--- config.mk ---
export PLATFORM = sky130hd
export DESIGN_NAME = rsa_keygen_seq_flat
export DESIGN_NICKNAME = d
export VERILOG_FILES = /design/src/rtl/rsa_keygen_seq_if.sv /design/src/rtl/rsa_keygen_seq.sv /design/src/flat_wrapper.sv
export SDC_FILE = /design/constraint.sdc
export NUM_CORES = 1
export LEC_CHECK = 0
export ABC_AREA = 1
export CORE_MARGIN = 2
export CORE_UTILIZATION = 40
export CTS_CLUSTER_SIZE = 30
export DETAILED_ROUTE_END_ITERATION = 8
export PLACE_DENSITY = 0.65
export SYNTH_ARGS = -nofsm -noshare
export SYNTH_HDL_FRONTEND = slang
export SYNTH_SLANG_ARGS = --single-unit
--- constraint.sdc ---
create_clock -name clk -period 11.27 [get_ports clk]
set_input_delay 2.254 -clock clk [delete_from_list [all_inputs] [get_ports clk]]
set_output_delay 2.254 -clock clk [all_outputs]
set_load 0.005 [all_outputs]
--- src/rtl/rsa_keygen_seq_if.sv ---
// Request/result bundle for the RSA key-setup engine.
// The master drives P, Q and E; the slave returns N, D, busy and error status.
interface rsa_keygen_seq_if #(
    parameter int unsigned WIDTH = 4
);
    localparam int unsigned W2 = 2 * WIDTH;

    logic             in_valid;
    logic [WIDTH-1:0] in_p;
    logic [WIDTH-1:0] in_q;
    logic [W2-1:0]    in_e;
    logic             busy;
    logic             out_valid;
    logic [W2-1:0]    out_n;
    logic [W2-1:0]    out_d;
    logic             out_err;

    modport master (
        output in_valid, in_p, in_q, in_e,
        input  busy, out_valid, out_n, out_d, out_err
    );

    modport slave (
        input  in_valid, in_p, in_q, in_e,
        output busy, out_valid, out_n, out_d, out_err
    );
endinterface

--- src/rtl/rsa_keygen_seq.sv ---
// RSA key setup: N = P*Q and D = E^-1 mod (P-1)(Q-1).
// D comes from an extended Euclid that retires one quotient step per clock.
module rsa_keygen_seq #(
    parameter int unsigned WIDTH = 4
) (
    input  logic             clk,
    input  logic             rst_n,
    rsa_keygen_seq_if.slave  kg_if
);
    localparam int unsigned W2 = 2 * WIDTH;
    localparam int unsigned TW = W2 + 2;

    typedef enum logic [1:0] {
        IDLE = 2'd0,
        INIT = 2'd1,
        STEP = 2'd2,
        OUT  = 2'd3
    } state_e;

    state_e              state_q, state_d;
    logic [WIDTH-1:0]    p_q, p_d;
    logic [WIDTH-1:0]    q_q, q_d;
    logic [W2-1:0]       e_q, e_d;
    logic [W2-1:0]       n_q, n_d;
    logic [W2-1:0]       phi_q, phi_d;
    logic [W2-1:0]       r0_q, r0_d;
    logic [W2-1:0]       r1_q, r1_d;
    logic signed [TW-1:0] t0_q, t0_d;
    logic signed [TW-1:0] t1_q, t1_d;
    logic                err_q, err_d;

    logic                busy_q, busy_d;
    logic                out_valid_q, out_valid_d;
    logic                out_err_q, out_err_d;
    logic [W2-1:0]       out_n_q, out_n_d;
    logic [W2-1:0]       out_d_q, out_d_d;

    logic [W2-1:0]        quot_c;
    logic [W2-1:0]        rem_c;
    logic [W2-1:0]        n_c;
    logic [W2-1:0]        phi_c;
    logic                 pq_bad_c;
    logic signed [TW-1:0] tnext_c;
    logic signed [TW-1:0] dpos_c;

    // Euclid step datapath, modulus/totient and final sign fix-up of t0.
    always_comb begin
        quot_c = '0;
        if (r1_q != '0) begin
            quot_c = r0_q / r1_q;
        end
        rem_c    = r0_q - W2'(quot_c * r1_q);
        tnext_c  = t0_q - TW'($signed({2'b00, quot_c}) * t1_q);
        n_c      = W2'(p_q) * W2'(q_q);
        phi_c    = (W2'(p_q) - W2'(1)) * (W2'(q_q) - W2'(1));
        pq_bad_c = (p_q < WIDTH'(2)) || (q_q < WIDTH'(2));
        dpos_c   = t0_q[TW-1] ? (t0_q + $signed(TW'(phi_q))) : t0_q;
    end

    // Next-state and registered-output logic.
    always_comb begin
        state_d     = state_q;
        p_d         = p_q;
        q_d         = q_q;
        e_d         = e_q;
        n_d         = n_q;
        phi_d       = phi_q;
        r0_d        = r0_q;
        r1_d        = r1_q;
        t0_d        = t0_q;
        t1_d        = t1_q;
        err_d       = err_q;
        out_valid_d = 1'b0;
        out_err_d   = 1'b0;
        out_n_d     = '0;
        out_d_d     = '0;

        unique case (state_q)
            IDLE: begin
                if (kg_if.in_valid) begin
                    p_d     = kg_if.in_p;
                    q_d     = kg_if.in_q;
                    e_d     = kg_if.in_e;
                    state_d = INIT;
                end
            end
            INIT: begin
                n_d     = n_c;
                phi_d   = phi_c;
                r0_d    = phi_c;
                r1_d    = e_q;
                t0_d    = '0;
                t1_d    = TW'(1);
                err_d   = pq_bad_c;
                state_d = pq_bad_c ? OUT : STEP;
            end
            STEP: begin
                if (r1_q != '0) begin
                    r0_d = r1_q;
                    r1_d = rem_c;
                    t0_d = t1_q;
                    t1_d = tnext_c;
                end else begin
                    state_d = OUT;
                end
            end
            OUT: begin
                out_valid_d = 1'b1;
                out_n_d     = n_q;
                // Remainder chain ends at gcd(E, phi); only gcd == 1 yields an inverse.
                if (err_q || (r0_q != W2'(1))) begin
                    out_err_d = 1'b1;
                end else begin
                    out_d_d = W2'(dpos_c);
                end
                state_d = IDLE;
            end
            default: state_d = IDLE;
        endcase

        // Busy stays up through the cycle in which the result is presented.
        busy_d = (state_d != IDLE) || (state_q == OUT);
    end

    always_ff @(posedge clk or negedge rst_n) begin
        if (!rst_n) begin
            state_q     <= IDLE;
            p_q         <= '0;
            q_q         <= '0;
            e_q         <= '0;
            n_q         <= '0;
            phi_q       <= '0;
            r0_q        <= '0;
            r1_q        <= '0;
            t0_q        <= '0;
            t1_q        <= '0;
            err_q       <= 1'b0;
            busy_q      <= 1'b0;
            out_valid_q <= 1'b0;
            out_err_q   <= 1'b0;
            out_n_q     <= '0;
            out_d_q     <= '0;
        end else begin
            state_q     <= state_d;
            p_q         <= p_d;
            q_q         <= q_d;
            e_q         <= e_d;
            n_q         <= n_d;
            phi_q       <= phi_d;
            r0_q        <= r0_d;
            r1_q        <= r1_d;
            t0_q        <= t0_d;
            t1_q        <= t1_d;
            err_q       <= err_d;
            busy_q      <= busy_d;
            out_valid_q <= out_valid_d;
            out_err_q   <= out_err_d;
            out_n_q     <= out_n_d;
            out_d_q     <= out_d_d;
        end
    end

    assign kg_if.busy      = busy_q;
    assign kg_if.out_valid = out_valid_q;
    assign kg_if.out_err   = out_err_q;
    assign kg_if.out_n     = out_n_q;
    assign kg_if.out_d     = out_d_q;
endmodule

--- src/flat_wrapper.sv ---
// flat-port wrapper written by rule: the top's interface ports become plain ports
module rsa_keygen_seq_flat 
#(
    parameter int unsigned WIDTH = 4
)
  (clk, rst_n, kg_if_in_valid, kg_if_in_p, kg_if_in_q, kg_if_in_e, kg_if_busy, kg_if_out_valid, kg_if_out_n, kg_if_out_d, kg_if_out_err);
  rsa_keygen_seq_if #(.WIDTH(WIDTH)) kg_if_i ();
  input  logic clk;
  input  logic rst_n;
  input wire logic [$bits(kg_if_i.in_valid)-1:0] kg_if_in_valid;
  input wire logic [$bits(kg_if_i.in_p)-1:0] kg_if_in_p;
  input wire logic [$bits(kg_if_i.in_q)-1:0] kg_if_in_q;
  input wire logic [$bits(kg_if_i.in_e)-1:0] kg_if_in_e;
  output wire logic [$bits(kg_if_i.busy)-1:0] kg_if_busy;
  output wire logic [$bits(kg_if_i.out_valid)-1:0] kg_if_out_valid;
  output wire logic [$bits(kg_if_i.out_n)-1:0] kg_if_out_n;
  output wire logic [$bits(kg_if_i.out_d)-1:0] kg_if_out_d;
  output wire logic [$bits(kg_if_i.out_err)-1:0] kg_if_out_err;
  assign kg_if_i.in_valid = kg_if_in_valid;
  assign kg_if_i.in_p = kg_if_in_p;
  assign kg_if_i.in_q = kg_if_in_q;
  assign kg_if_i.in_e = kg_if_in_e;
  assign kg_if_busy = kg_if_i.busy;
  assign kg_if_out_valid = kg_if_i.out_valid;
  assign kg_if_out_n = kg_if_i.out_n;
  assign kg_if_out_d = kg_if_i.out_d;
  assign kg_if_out_err = kg_if_i.out_err;
  rsa_keygen_seq #(.WIDTH(WIDTH)) u_core (.clk(clk), .rst_n(rst_n), .kg_if(kg_if_i));
endmodule
==> results of run 1 <==
final timing paths:
check,start,to,slack (ns)
worst max-delay path,u_core.r0_q[7],u_core.t1_q[8],0.26
worst min-delay path,u_core.n_q[0],u_core.kg_if.out_n[0],0.48
worst max register to register,u_core.r0_q[7],u_core.t1_q[8],0.26
worst min register to register,u_core.n_q[0],u_core.kg_if.out_n[0],0.48
max in group asynchronous,rst_n,u_core.t0_q[4],8.31
min in group asynchronous,rst_n,u_core.kg_if.out_n[2],1.77
kinds of logic after synthesis:
kind of cell,after synthesis,synth area share
compound gates,168,0.09602
fa+ha+maj,195,0.2892
xor+xnor,54,0.04745
mux,11,0.01223
buf+inv,258,0.1029
flops,90,0.2224
simple gates,530,0.2297
stage by stage:
stage | setup TNS, ns | hold WS (ns) | instances
2_1_floorplan | 0 | 0.4365 | 1306
3_3_place_gp | -0.7151 | 0.4559 | 1713
3_5_place_dp | -1.646 | 0.4554 | 1713
4_1_cts | 0 | 0.4823 | 1743
5_1_grt | -1.345 | 0.5154 | 1761
6_report | 0 | 0.4829 | 1761
state kept, by name (all words and copies together), names as in the netlist:
signal / count
u_core.p_q: 4
u_core.q_q: 4
u_core.err_q: 1
u_core.kg_if.out_err: 1
u_core.r1_q: 8
u_core.kg_if.out_d: 8
u_core.e_q: 8
u_core.n_q: 8
u_core.state_q: 2
u_core.phi_q: 8
u_core.t0_q: 10
u_core.r0_q: 8
u_core.t1_q: 10
u_core.kg_if.busy: 1
u_core.kg_if.out_valid: 1
u_core.kg_if.out_n: 8
critical path: cells and delay by family (launching register included):
kind                       cells  cell delay (ns)
buffers and inverters         15             1.06
AOI/OAI and AO/OA             15             2.12
DFF                            1             0.42
adders and majority gates     12             3.81
and+or+nand+nor               38             3.18
xor gates and xnor gates       2             0.32
final cells by class:
type,count,share of cell area
multi-input cells,958,0.6093
repair inverters,1,0.0005853
flip-flops and latches,90,0.1756
inverters,226,0.06828
clock buffers,9,0.01756
repair buffers,140,0.09130
clock inverters,7,0.005170
well taps,330,0.03219
routing by layer:
layer,part of all wire,GRT usage
met5,0,0
met4,0.026,0.06154
met3,0.034,0.02539
met2,0.50,0.3596
met1,0.44,0.2595
cell usage in the layout, fill, tap and decap left out, drive strengths merged, types with 2 or more instances in the layout:
master         count
nand2            304
inv              226
nor2             145
ha               130
buf              104
dfrtp             90
o21ai             80
fa                65
a21oi             51
nand3             48
clkdlybuf4s50     36
xor2              32
xnor2             22
mux2              11
nand4             10
nor3              10
o22ai              9
clkbuf             9
a31oi              8
or2                8
clkinv             5
a211oi             3
o211ai             3
nand3b             3
clkinvlp           3
o21a               3
o31ai              3
o21bai             2
nor4               2
o221ai             2
repair_timing:
| action | 4_1_cts | 5_1_grt |
|---|---|---|
| hold endpoints to repair | 0 | 0 |
| resized for setup | 47 | 166 |
| cloned | 1 | 0 |
| buffers inserted | 13 | 18 |
| pin swaps | 30 | 111 |
| setup endpoints to repair | 6 | 15 |
==> impl_table.tex, run 1 <==
\begin{tabular}{lr}
\hline
Metric & Value \\
\hline
\multicolumn{2}{l}{\textbf{Outcome}} \\
Run status & finished clean \\
\multicolumn{2}{l}{\textbf{CTS}} \\
CTS Sinks & 90 \\
Number of buffers on the longest clock path & 2 \\
Clock tree from TritonCTS & done \\
Clock insertion delay at the later pin of the skew report & 0.35 ns \\
Master cell of the clock root buffer & sky130\_fd\_sc\_hd\_\_clkbuf\_16 \\
CTS hold repair buffers & 0 \\
Register clock-pin slew on the reported worst setup and hold paths & approximately 0.07 ns \\
Number of buffers created by CTS & 9 \\
H-tree lvl count & 3 \\
\multicolumn{2}{l}{\textbf{Synthesis}} \\
Leading cell types by total area after synthesis & sky130\_fd\_sc\_hd\_\_dfrtp\_1, sky130\_fd\_sc\_hd\_\_ha\_1, sky130\_fd\_sc\_hd\_\_fa\_1, sky130\_fd\_sc\_hd\_\_nand2\_1, sky130\_fd\_sc\_hd\_\_inv\_1 \\
Ys flop type & sky130\_fd\_sc\_hd\_\_dfrtp\_1 \\
Cell Area, Synth & 0.01012 mm² \\
Seq/Total Area, Yosys & 0.2224 \\
Average footprint of a synthesized cell & a little under 8 µm² \\
Yosys synthesis warning count & 0 \\
Distinct cell type count of the synthesized netlist & 51 \\
Post-synth top cells & sky130\_fd\_sc\_hd\_\_nand2\_1, sky130\_fd\_sc\_hd\_\_inv\_1, sky130\_fd\_sc\_hd\_\_nor2\_1 \\
Most numerous cell in the Yosys netlist & sky130\_fd\_sc\_hd\_\_nand2\_1 \\
Proportion of register bits with asynchronous set or reset after synthesis & 1.000 \\
Total nets after synthesis & $\sim$1500 \\
Biggest area consumer among synthesized cells & sky130\_fd\_sc\_hd\_\_dfrtp\_1 \\
Cells after Synth & 1306 \\
Post-synth EDFFs & 0 \\
Flop and latch count out of synthesis & 90 \\
Share of the synthesized area in the top cell type & 0.2224 \\
\multicolumn{2}{l}{\textbf{Drt}} \\
Drc violations & 0 \\
Drt wl/cell & 15.27 µm \\
Average via count per standard cell & 5.031 \\
Final antenna-violating net count & 0 \\
Routed Wire Length & roughly 27000 µm \\
Via count & about 8900 \\
Number of iterations in the first detailed-routing pass & 6 \\
Drt first-iter violations & between 400 and 500 \\
\multicolumn{2}{l}{\textbf{Global route}} \\
Number of global-route vias before repair & 8964 \\
GRT Overall Usage & 0.2033 \\
First-pass GRT wire length & 43350 µm \\
Global-route congestion overflow total & 0 \\
Maximum number of pins on one net before global-route repair & between 70 and 80 \\
Antenna violations before repair & 0 \\
\multicolumn{2}{l}{\textbf{Timing}} \\
Max-Slew Margin vs Limit & 0.3966 \\
Final Hold Fails & 0 \\
Final Max Tran Viols & 0 \\
Post-route clock skew & $\sim$0.011 ns \\
Top achievable clock speed & 0.09080 GHz \\
Fin crit period & approximately 11 ns \\
Worst path setup slack after routing & $\sim$0.26 ns \\
RSZ-0062 raised after global routing & yes \\
Worst slew pin tran & slightly above 0.9 ns \\
Post-route clock period utilization & 0.9772 \\
Finish-stage setup viols & 0 \\
\multicolumn{2}{l}{\textbf{Setup path}} \\
Worst-case reg-to-reg path depth & 82 \\
Worst path most repeated cell & sky130\_fd\_sc\_hd\_\_nand2\_2 \\
Worst setup path class & register to register \\
Endpoint class of the critical path & register \\
Maximum fanout encountered on the critical timing path & 7 \\
CP max stage cell & sky130\_fd\_sc\_hd\_\_fa\_1 \\
Crit path required time & 11.53 ns \\
Arrival time at the worst endpoint & between 10 and 15 ns \\
Stage delay of the slowest cell on the critical path & approximately 0.56 ns \\
Critical path launch point type & register \\
\multicolumn{2}{l}{\textbf{Hold path}} \\
Tightest Hold Check Type & register to register \\
Instance count along the most critical hold path & 2 \\
\multicolumn{2}{l}{\textbf{Finish}} \\
Filler Cell Count & about 2300 \\
Number of antenna diodes & 0 \\
Final Util & 0.5123 \\
Area Growth Syn to Fin & 26.69\% \\
Register cell area after layout & 0.002252 mm² \\
Share of cells above drive strength 1 & 0.2523 \\
NumNets Final & between 1500 and 2000 \\
Area occupied by multi-input gates & 0.007816 mm² \\
Fin area & about 0.013 mm² \\
\multicolumn{2}{l}{\textbf{Floorplanning}} \\
\# IOs & 38 \\
Die Width & about 160 µm \\
Floorplan row count & 58 \\
Die H & around 160 µm \\
Die outline area & 0.02660 mm² \\
Starting utilization of the core area & 0.4044 \\
Core region area & approximately 0.025 mm² \\
\multicolumn{2}{l}{\textbf{Place}} \\
Final weighted congestion in routability-driven placement & between 0.9 and 1 \\
Total of buffers placed on input and output ports & 37 \\
Placed cell areas & 0.01128 mm² \\
Setup WS pre-CTS & -0.5605 ns \\
Estimated wirelength of the detail-placed design & between 20000 and 25000 µm \\
\multicolumn{2}{l}{\textbf{Flow run}} \\
Count of max-cap constraint violations & 0 \\
\hline
\end{tabular}
Power of run 1 is left out: the tool's default activity adds up to more than one toggle a clock period on the data nets, which glitch-free logic cannot reach.
==> run 2, diff against run 1 <==
- SKIP_LAST_GASP: default -> 1
==> run 2 against run 1 <==
  * Fmax unchanged
  * Utilization unchanged
  * Largest cell class unchanged
  * Design area unchanged
  * Highest routed layer unchanged
==> impl_table.tex, run 2 (synthesis gave the netlist of run 1 again) <==
\begin{tabular}{lr}
\hline
Metric & Value \\
\hline
\multicolumn{2}{l}{\textbf{Flow run}} \\
Count of max-cap constraint violations & 0 \\
\multicolumn{2}{l}{\textbf{CTS}} \\
CTS hold repair buffers & 0 \\
H-tree lvl count & 3 \\
Number of buffers created by CTS & 9 \\
Clock insertion delay at the later pin of the skew report & approximately 0.35 ns \\
CTS Sinks & 90 \\
Clock tree from TritonCTS & done \\
Number of buffers on the longest clock path & 2 \\
Master cell of the clock root buffer & sky130\_fd\_sc\_hd\_\_clkbuf\_16 \\
Register clock-pin slew on the reported worst setup and hold paths & 0.07 ns \\
\multicolumn{2}{l}{\textbf{Finish}} \\
Top Registers & u\_core.t0\_q: 10 flops, u\_core.t1\_q: 10 flops \\
Fin area & roughly 0.013 mm² \\
Share of cells above drive strength 1 & 0.2523 \\
NumNets Final & about 1600 \\
Most common cell after layout, fill and taps aside & sky130\_fd\_sc\_hd\_\_nand2\_1 \\
Number of antenna diodes & 0 \\
Area Growth Syn to Fin & 26.69\% \\
Final Util & 0.5123 \\
Top library cells by usage in the layout, fill and taps aside & sky130\_fd\_sc\_hd\_\_nand2\_1, sky130\_fd\_sc\_hd\_\_inv\_1, sky130\_fd\_sc\_hd\_\_nor2\_1 \\
\multicolumn{2}{l}{\textbf{Setup path}} \\
Maximum fanout encountered on the critical timing path & 7 \\
Stage delay of the slowest cell on the critical path & roughly 0.56 ns \\
Worst setup path class & register to register \\
Endpoint class of the critical path & register \\
Critical path launch point type & register \\
Arrival time at the worst endpoint & 11.28 ns \\
Crit path required time & 11.53 ns \\
Worst path most repeated cell & sky130\_fd\_sc\_hd\_\_nand2\_2 \\
CP max stage cell & sky130\_fd\_sc\_hd\_\_fa\_1 \\
\multicolumn{2}{l}{\textbf{Floorplanning}} \\
Die Width & 163.1 µm \\
\# IOs & 38 \\
Die outline area & between 0.02 and 0.03 mm² \\
Die H & 163.1 µm \\
Floorplan row count & 58 \\
Core region area & 0.02504 mm² \\
Starting utilization of the core area & 0.4044 \\
\multicolumn{2}{l}{\textbf{Timing}} \\
Final-layout setup total negative slack & 0 ns \\
Max-Slew Margin vs Limit & 0.3966 \\
Top achievable clock speed & approximately 0.091 GHz \\
Final Hold Fails & 0 \\
Post-route clock skew & $\sim$0.011 ns \\
Post-route clock period utilization & 0.9772 \\
RSZ-0062 raised after global routing & yes \\
Worst slew pin tran & just over 0.9 ns \\
Final Max Tran Viols & 0 \\
Fin crit period & 11.01 ns \\
Finish-stage setup viols & 0 \\
\multicolumn{2}{l}{\textbf{Place}} \\
Total of buffers placed on input and output ports & 37 \\
Estimated wirelength of the detail-placed design & just over 20000 µm \\
Placed cell areas & between 0.01 and 0.015 mm² \\
Final weighted congestion in routability-driven placement & 0.9184 \\
\multicolumn{2}{l}{\textbf{Drt}} \\
Drc violations & 0 \\
Final antenna-violating net count & 0 \\
Average via count per standard cell & about 5.0 \\
Number of iterations in the first detailed-routing pass & 6 \\
Drt first-iter violations & about 450 \\
Via count & 8859 \\
Routed Wire Length & about 27000 µm \\
Drt wl/cell & around 15 µm \\
\multicolumn{2}{l}{\textbf{Global route}} \\
Antenna violations before repair & 0 \\
Number of global-route vias before repair & 8964 \\
Global-route congestion overflow total & 0 \\
GRT Overall Usage & 0.2033 \\
First-pass GRT wire length & roughly 43000 µm \\
Maximum number of pins on one net before global-route repair & 71 \\
\multicolumn{2}{l}{\textbf{Hold path}} \\
Tightest Hold Check Type & register to register \\
\multicolumn{2}{l}{\textbf{Outcome}} \\
Run status & finished clean \\
\hline
\end{tabular}
run 2: cell counts in the layout (fill, tap and decap cells not counted):
No cell type changed its count.
run 2: per-stage QoR:
step                instances  hold slack, ns  worst slack (ns)
floorplan                1306          0.4365           0.01915
global placement         1713          0.4559           -0.3393
detailed placement       1713          0.4554           -0.5605
CTS                      1743          0.4823          0.001111
global route             1761          0.5154           -0.3046
finish                   1761          0.4829            0.2565
run 2: layer usage:
| metal | global-route usage | wire [µm] | vias up |
|---|---|---|---|
| li1 | - | - | 4371 |
| met5 | 0 | 0 | - |
| met1 | 0.2595 | 11720 | 4255 |
| met4 | 0.06154 | 708 | 0 |
| met3 | 0.02539 | 913 | 58 |
| met2 | 0.3596 | 13540 | 175 |
run 2: layout make-up:
class                   count  area (µm²)
multi-input cells         958        7816
flip-flops and latches     90        2252
repair inverters            1       7.507
clock buffers               9       225.2
repair buffers            140        1171
clock inverters             7       66.31
inverters                 226       875.8
fillers                  2319       12210
well taps                 330       412.9
run 2: worst max-delay path, delay by kind of cell (launching register included):
family | cells | cell delay (ns)
buffers and inverters | 15 | 1.06
XOR/XNOR | 2 | 0.32
flip-flops | 1 | 0.42
adder cells (fa/ha/maj) | 12 | 3.81
AND/OR/NAND/NOR | 38 | 3.18
AO/OA/AOI/OAI | 15 | 2.12
run 2: final timing paths:
check / start / end / slack [ns] / depth (start not counted)
setup / recovery: u_core.r0_q[7] / u_core.t1_q[8] / 0.26 / 82
hold / removal: u_core.n_q[0] / u_core.kg_if.out_n[0] / 0.48 / 2
setup reg to reg: u_core.r0_q[7] / u_core.t1_q[8] / 0.26 / 82
hold reg to reg: u_core.n_q[0] / u_core.kg_if.out_n[0] / 0.48 / 2
max in group asynchronous: rst_n / u_core.t0_q[4] / 8.31 / 2
min in group asynchronous: rst_n / u_core.kg_if.out_n[2] / 1.77 / 1
run 2: what timing repair did:
| item | in CTS | in global routing |
|---|---|---|
| resized for setup | 47 | 166 |
| gates cloned | 1 | 0 |
| endpoints found under the setup margin | 6 | 15 |
| pin swaps | 30 | 111 |
| buffers inserted | 13 | 18 |
Power of run 2 is left out for the same reason.
==> run 3, diff against run 2 <==
- ABC_AREA: 1 -> default
- PLACE_DENSITY: 0.65 -> default
==> run 3 against run 2 <==
  * The flow now finishes with violations (setup timing)
  * Flip-flop and latch count did not move
  * Non-clock buffer count is 80 higher
  * Die area is 5.8% lower
  * Clock skew is 0.0026 ns lower
  * Routed wire length down 5.0%
  * Design area up 0.24%
  * Utilization grew 3.7 points
  * Critical path depth is 19 lower
  * First-iteration DRC count up 8.1%
==> impl_table.tex, run 3 <==
\begin{tabular}{lr}
\hline
Metric & Value \\
\hline
\multicolumn{2}{l}{\textbf{Floorplanning}} \\
Die Width & between 150 and 200 µm \\
Starting utilization of the core area & 0.4068 \\
Die H & between 150 and 200 µm \\
\# IOs & 38 \\
Core region area & approximately 0.023 mm² \\
Floorplan row count & 56 \\
Die outline area & $\sim$0.025 mm² \\
\multicolumn{2}{l}{\textbf{Finish}} \\
Area occupied by multi-input gates & 0.007624 mm² \\
Top Registers & u\_core.t0\_q: 10 flops, u\_core.t1\_q: 10 flops \\
Filler Cell Count & between 2000 and 2500 \\
Most common cell after layout, fill and taps aside & sky130\_fd\_sc\_hd\_\_buf\_4 \\
NumNets Final & roughly 1400 \\
Register cell area after layout & roughly 0.0023 mm² \\
Share of cells above drive strength 1 & 0.3014 \\
Final Util & 0.5495 \\
Number of antenna diodes & 0 \\
Top library cells by usage in the layout, fill and taps aside & sky130\_fd\_sc\_hd\_\_buf\_4, sky130\_fd\_sc\_hd\_\_inv\_1, sky130\_fd\_sc\_hd\_\_ha\_1 \\
Area Growth Syn to Fin & 35.08\% \\
\multicolumn{2}{l}{\textbf{Drt}} \\
Via count & about 8000 \\
Final antenna-violating net count & 0 \\
Routed Wire Length & 25550 µm \\
Number of iterations in the first detailed-routing pass & 5 \\
Drt wl/cell & about 16 µm \\
Drc violations & 0 \\
Drt first-iter violations & between 400 and 500 \\
Average via count per standard cell & 5.152 \\
\multicolumn{2}{l}{\textbf{Timing}} \\
Post-route clock period utilization & 1.105 \\
RSZ-0062 raised after global routing & yes \\
Final Hold Fails & 0 \\
Max-Slew Margin vs Limit & 0.4033 \\
Finish-stage setup viols & 15 \\
Top achievable clock speed & $\sim$0.080 GHz \\
Post-route clock skew & between 0.008 and 0.009 ns \\
Worst slew pin tran & between 0.8 and 0.9 ns \\
Worst path setup slack after routing & -1.182 ns \\
Final Max Tran Viols & 0 \\
Fin crit period & around 12 ns \\
\multicolumn{2}{l}{\textbf{Setup path}} \\
Beginning of the worst register-to-register path & u\_core.r1\_q[7] \\
Reg-to-reg endpoint & u\_core.t1\_q[9] \\
Crit path depth & 63 \\
Cell family contributing the most delay on the critical path & adder cells \\
CP Launch Point & u\_core.r1\_q[7] \\
Count of buffering cells on the critical path with inverters included & 12 \\
Capture point of the critical path & u\_core.t1\_q[9] \\
Arrival time at the worst endpoint & $\sim$13 ns \\
CP max stage cell & sky130\_fd\_sc\_hd\_\_fa\_1 \\
Critical path launch point type & register \\
Maximum fanout encountered on the critical timing path & 6 \\
Worst-case register-to-register setup slack & -1.18 ns \\
Endpoint class of the critical path & register \\
Crit path required time & around 11 ns \\
Stage delay of the slowest cell on the critical path & 0.48 ns \\
Worst-case reg-to-reg path depth & 63 \\
Worst setup path class & register to register \\
Worst path most repeated cell & sky130\_fd\_sc\_hd\_\_buf\_4 \\
\multicolumn{2}{l}{\textbf{Synthesis}} \\
Seq/Total Area, Yosys & 0.2366 \\
Post-synth top cells & sky130\_fd\_sc\_hd\_\_ha\_1, sky130\_fd\_sc\_hd\_\_inv\_1, sky130\_fd\_sc\_hd\_\_dfrtp\_1 \\
Biggest area consumer among synthesized cells & sky130\_fd\_sc\_hd\_\_dfrtp\_1 \\
Share of the synthesized area in the top cell type & 0.2366 \\
Area fraction in and, or, nand and nor cells after synthesis & 0.1450 \\
Portion of netlist area occupied by mux cells & 0.06178 \\
Synth Area in Adders & 0.3076 \\
Yosys synthesis warning count & 0 \\
Xor/xnor cell area share of the yosys netlist & 0.07886 \\
Proportion of register bits with asynchronous set or reset after synthesis & 1.000 \\
Post-synth EDFFs & 0 \\
Post-synthesis compound-gate area fraction & 0.1082 \\
Total nets after synthesis & between 1000 and 1500 \\
Flop and latch count out of synthesis & 90 \\
Average footprint of a synthesized cell & 9.242 µm² \\
Cell Area, Synth & around 0.0095 mm² \\
Ys flop type & sky130\_fd\_sc\_hd\_\_dfrtp\_1 \\
Distinct cell type count of the synthesized netlist & 53 \\
Largest family of logic cells by synthesized area & adder cells \\
Most numerous cell in the Yosys netlist & sky130\_fd\_sc\_hd\_\_ha\_1 \\
Cells after Synth & slightly above 1000 \\
Leading cell types by total area after synthesis & sky130\_fd\_sc\_hd\_\_dfrtp\_1, sky130\_fd\_sc\_hd\_\_ha\_1, sky130\_fd\_sc\_hd\_\_fa\_1, sky130\_fd\_sc\_hd\_\_xnor2\_1, sky130\_fd\_sc\_hd\_\_inv\_1 \\
\multicolumn{2}{l}{\textbf{CTS}} \\
Master cell of the clock root buffer & sky130\_fd\_sc\_hd\_\_clkbuf\_16 \\
Clock insertion delay at the later pin of the skew report & 0.34 ns \\
Register clock-pin slew on the reported worst setup and hold paths & $\sim$0.060 ns \\
H-tree lvl count & 3 \\
Number of buffers on the longest clock path & 2 \\
Number of buffers created by CTS & 9 \\
CTS Sinks & 90 \\
Clock tree from TritonCTS & done \\
\multicolumn{2}{l}{\textbf{Flow run}} \\
Count of max-cap constraint violations & 0 \\
\multicolumn{2}{l}{\textbf{Place}} \\
Final weighted congestion in routability-driven placement & 0.8435 \\
Total of buffers placed on input and output ports & 37 \\
Estimated wirelength of the detail-placed design & $\sim$18000 µm \\
\multicolumn{2}{l}{\textbf{Hold path}} \\
Tightest Hold Check Type & register to register \\
Instance count along the most critical hold path & 1 \\
Hold path startpoint & u\_core.n\_q[4] \\
\multicolumn{2}{l}{\textbf{Global route}} \\
Number of global-route vias before repair & approximately 8400 \\
Maximum number of pins on one net before global-route repair & 68 \\
Antenna violations before repair & 0 \\
GRT Overall Usage & 0.2123 \\
Global-route congestion overflow total & 0 \\
First-pass GRT wire length & about 42000 µm \\
\multicolumn{2}{l}{\textbf{Outcome}} \\
Violations in the final reports & setup timing \\
Run status & finished, violations left \\
\hline
\end{tabular}
-- run 3: changes by cell type after synthesis, moves of 18 or more --
cell	change
sky130_fd_sc_hd__xnor2_1	+40
sky130_fd_sc_hd__nand2_1	-199
sky130_fd_sc_hd__nand3_1	-26
sky130_fd_sc_hd__and2_1	+39
sky130_fd_sc_hd__mux2_2	+27
sky130_fd_sc_hd__nand2_2	-20
sky130_fd_sc_hd__clkbuf_1	+18
sky130_fd_sc_hd__inv_1	-89
sky130_fd_sc_hd__and3_1	+22
sky130_fd_sc_hd__nor2_1	-49
-- run 3: how the worst min path moves through the flow --
stage | slack, ns | end
3_5_place_dp | 0.47 | u_core.kg_if.out_n[7]
2_1_floorplan | 0.45 | u_core.kg_if.out_n[1]
6_report | 0.48 | u_core.kg_if.out_n[4]
3_3_place_gp | 0.47 | u_core.kg_if.out_n[6]
5_1_grt | 0.51 | u_core.kg_if.out_n[0]
4_1_cts | 0.48 | u_core.kg_if.out_n[7]
-- run 3: layout make-up --
class,instances,area share
multi-input cells,787,0.5929
clock inverters,4,0.003892
inverters,118,0.03445
repair buffers,220,0.1426
flip-flops and latches,90,0.1751
well taps,319,0.03104
clock buffers,12,0.01995
-- run 3: per-stage QoR --
stage	hold WS [ns]	area [µm²]	worst slack [ns]	TNS, ns	cells
2_1_floorplan	0.4546	9833	-0.8123	-4.543	1030
6_report	0.4844	12860	-1.182	-11.06	1550
4_1_cts	0.4846	12430	-0.8453	-6.244	1534
3_3_place_gp	0.4671	11230	-1.213	-8.653	1458
3_5_place_dp	0.4701	11230	-1.449	-12.19	1458
5_1_grt	0.5064	12860	-1.725	-20.34	1550
-- run 3: worst register-to-register path: cells and delay by family (launching register included) --
| family | cells | cell delay, ns |
|---|---|---|
| fa+ha+maj | 9 | 3.13 |
| compound gates | 17 | 2.69 |
| mux | 5 | 1.58 |
| xor+xnor | 8 | 1.52 |
| simple gates | 12 | 1.51 |
| buf+inv | 12 | 1.45 |
| flops | 1 | 0.41 |
-- run 3: cell families after synthesis --
| logic type | Yosys count |
|---|---|
| AOI/OAI and AO/OA | 168 |
| muxes | 52 |
| buffers and inverters | 154 |
| adders and majority gates | 195 |
| DFF | 90 |
| and+or+nand+nor | 290 |
| xor gates and xnor gates | 81 |
-- run 3: what timing repair did --
item / 4_1_cts / 5_1_grt
gates cloned: 1 / 0
setup buffers: 62 / 16
hold buffers: 0 / 0
setup endpoints to repair: 15 / 18
gates resized for setup: 91 / 48
pin swaps: 58 / 66
-- run 3: layer usage --
metal,vias up,part of all wire,GRT usage
li1,3839,-,-
met1,3947,0.45,0.2812
met2,151,0.49,0.3667
met3,48,0.032,0.02150
met4,0,0.026,0.06650
met5,-,0,0
Power of run 3 is left out for the same reason.
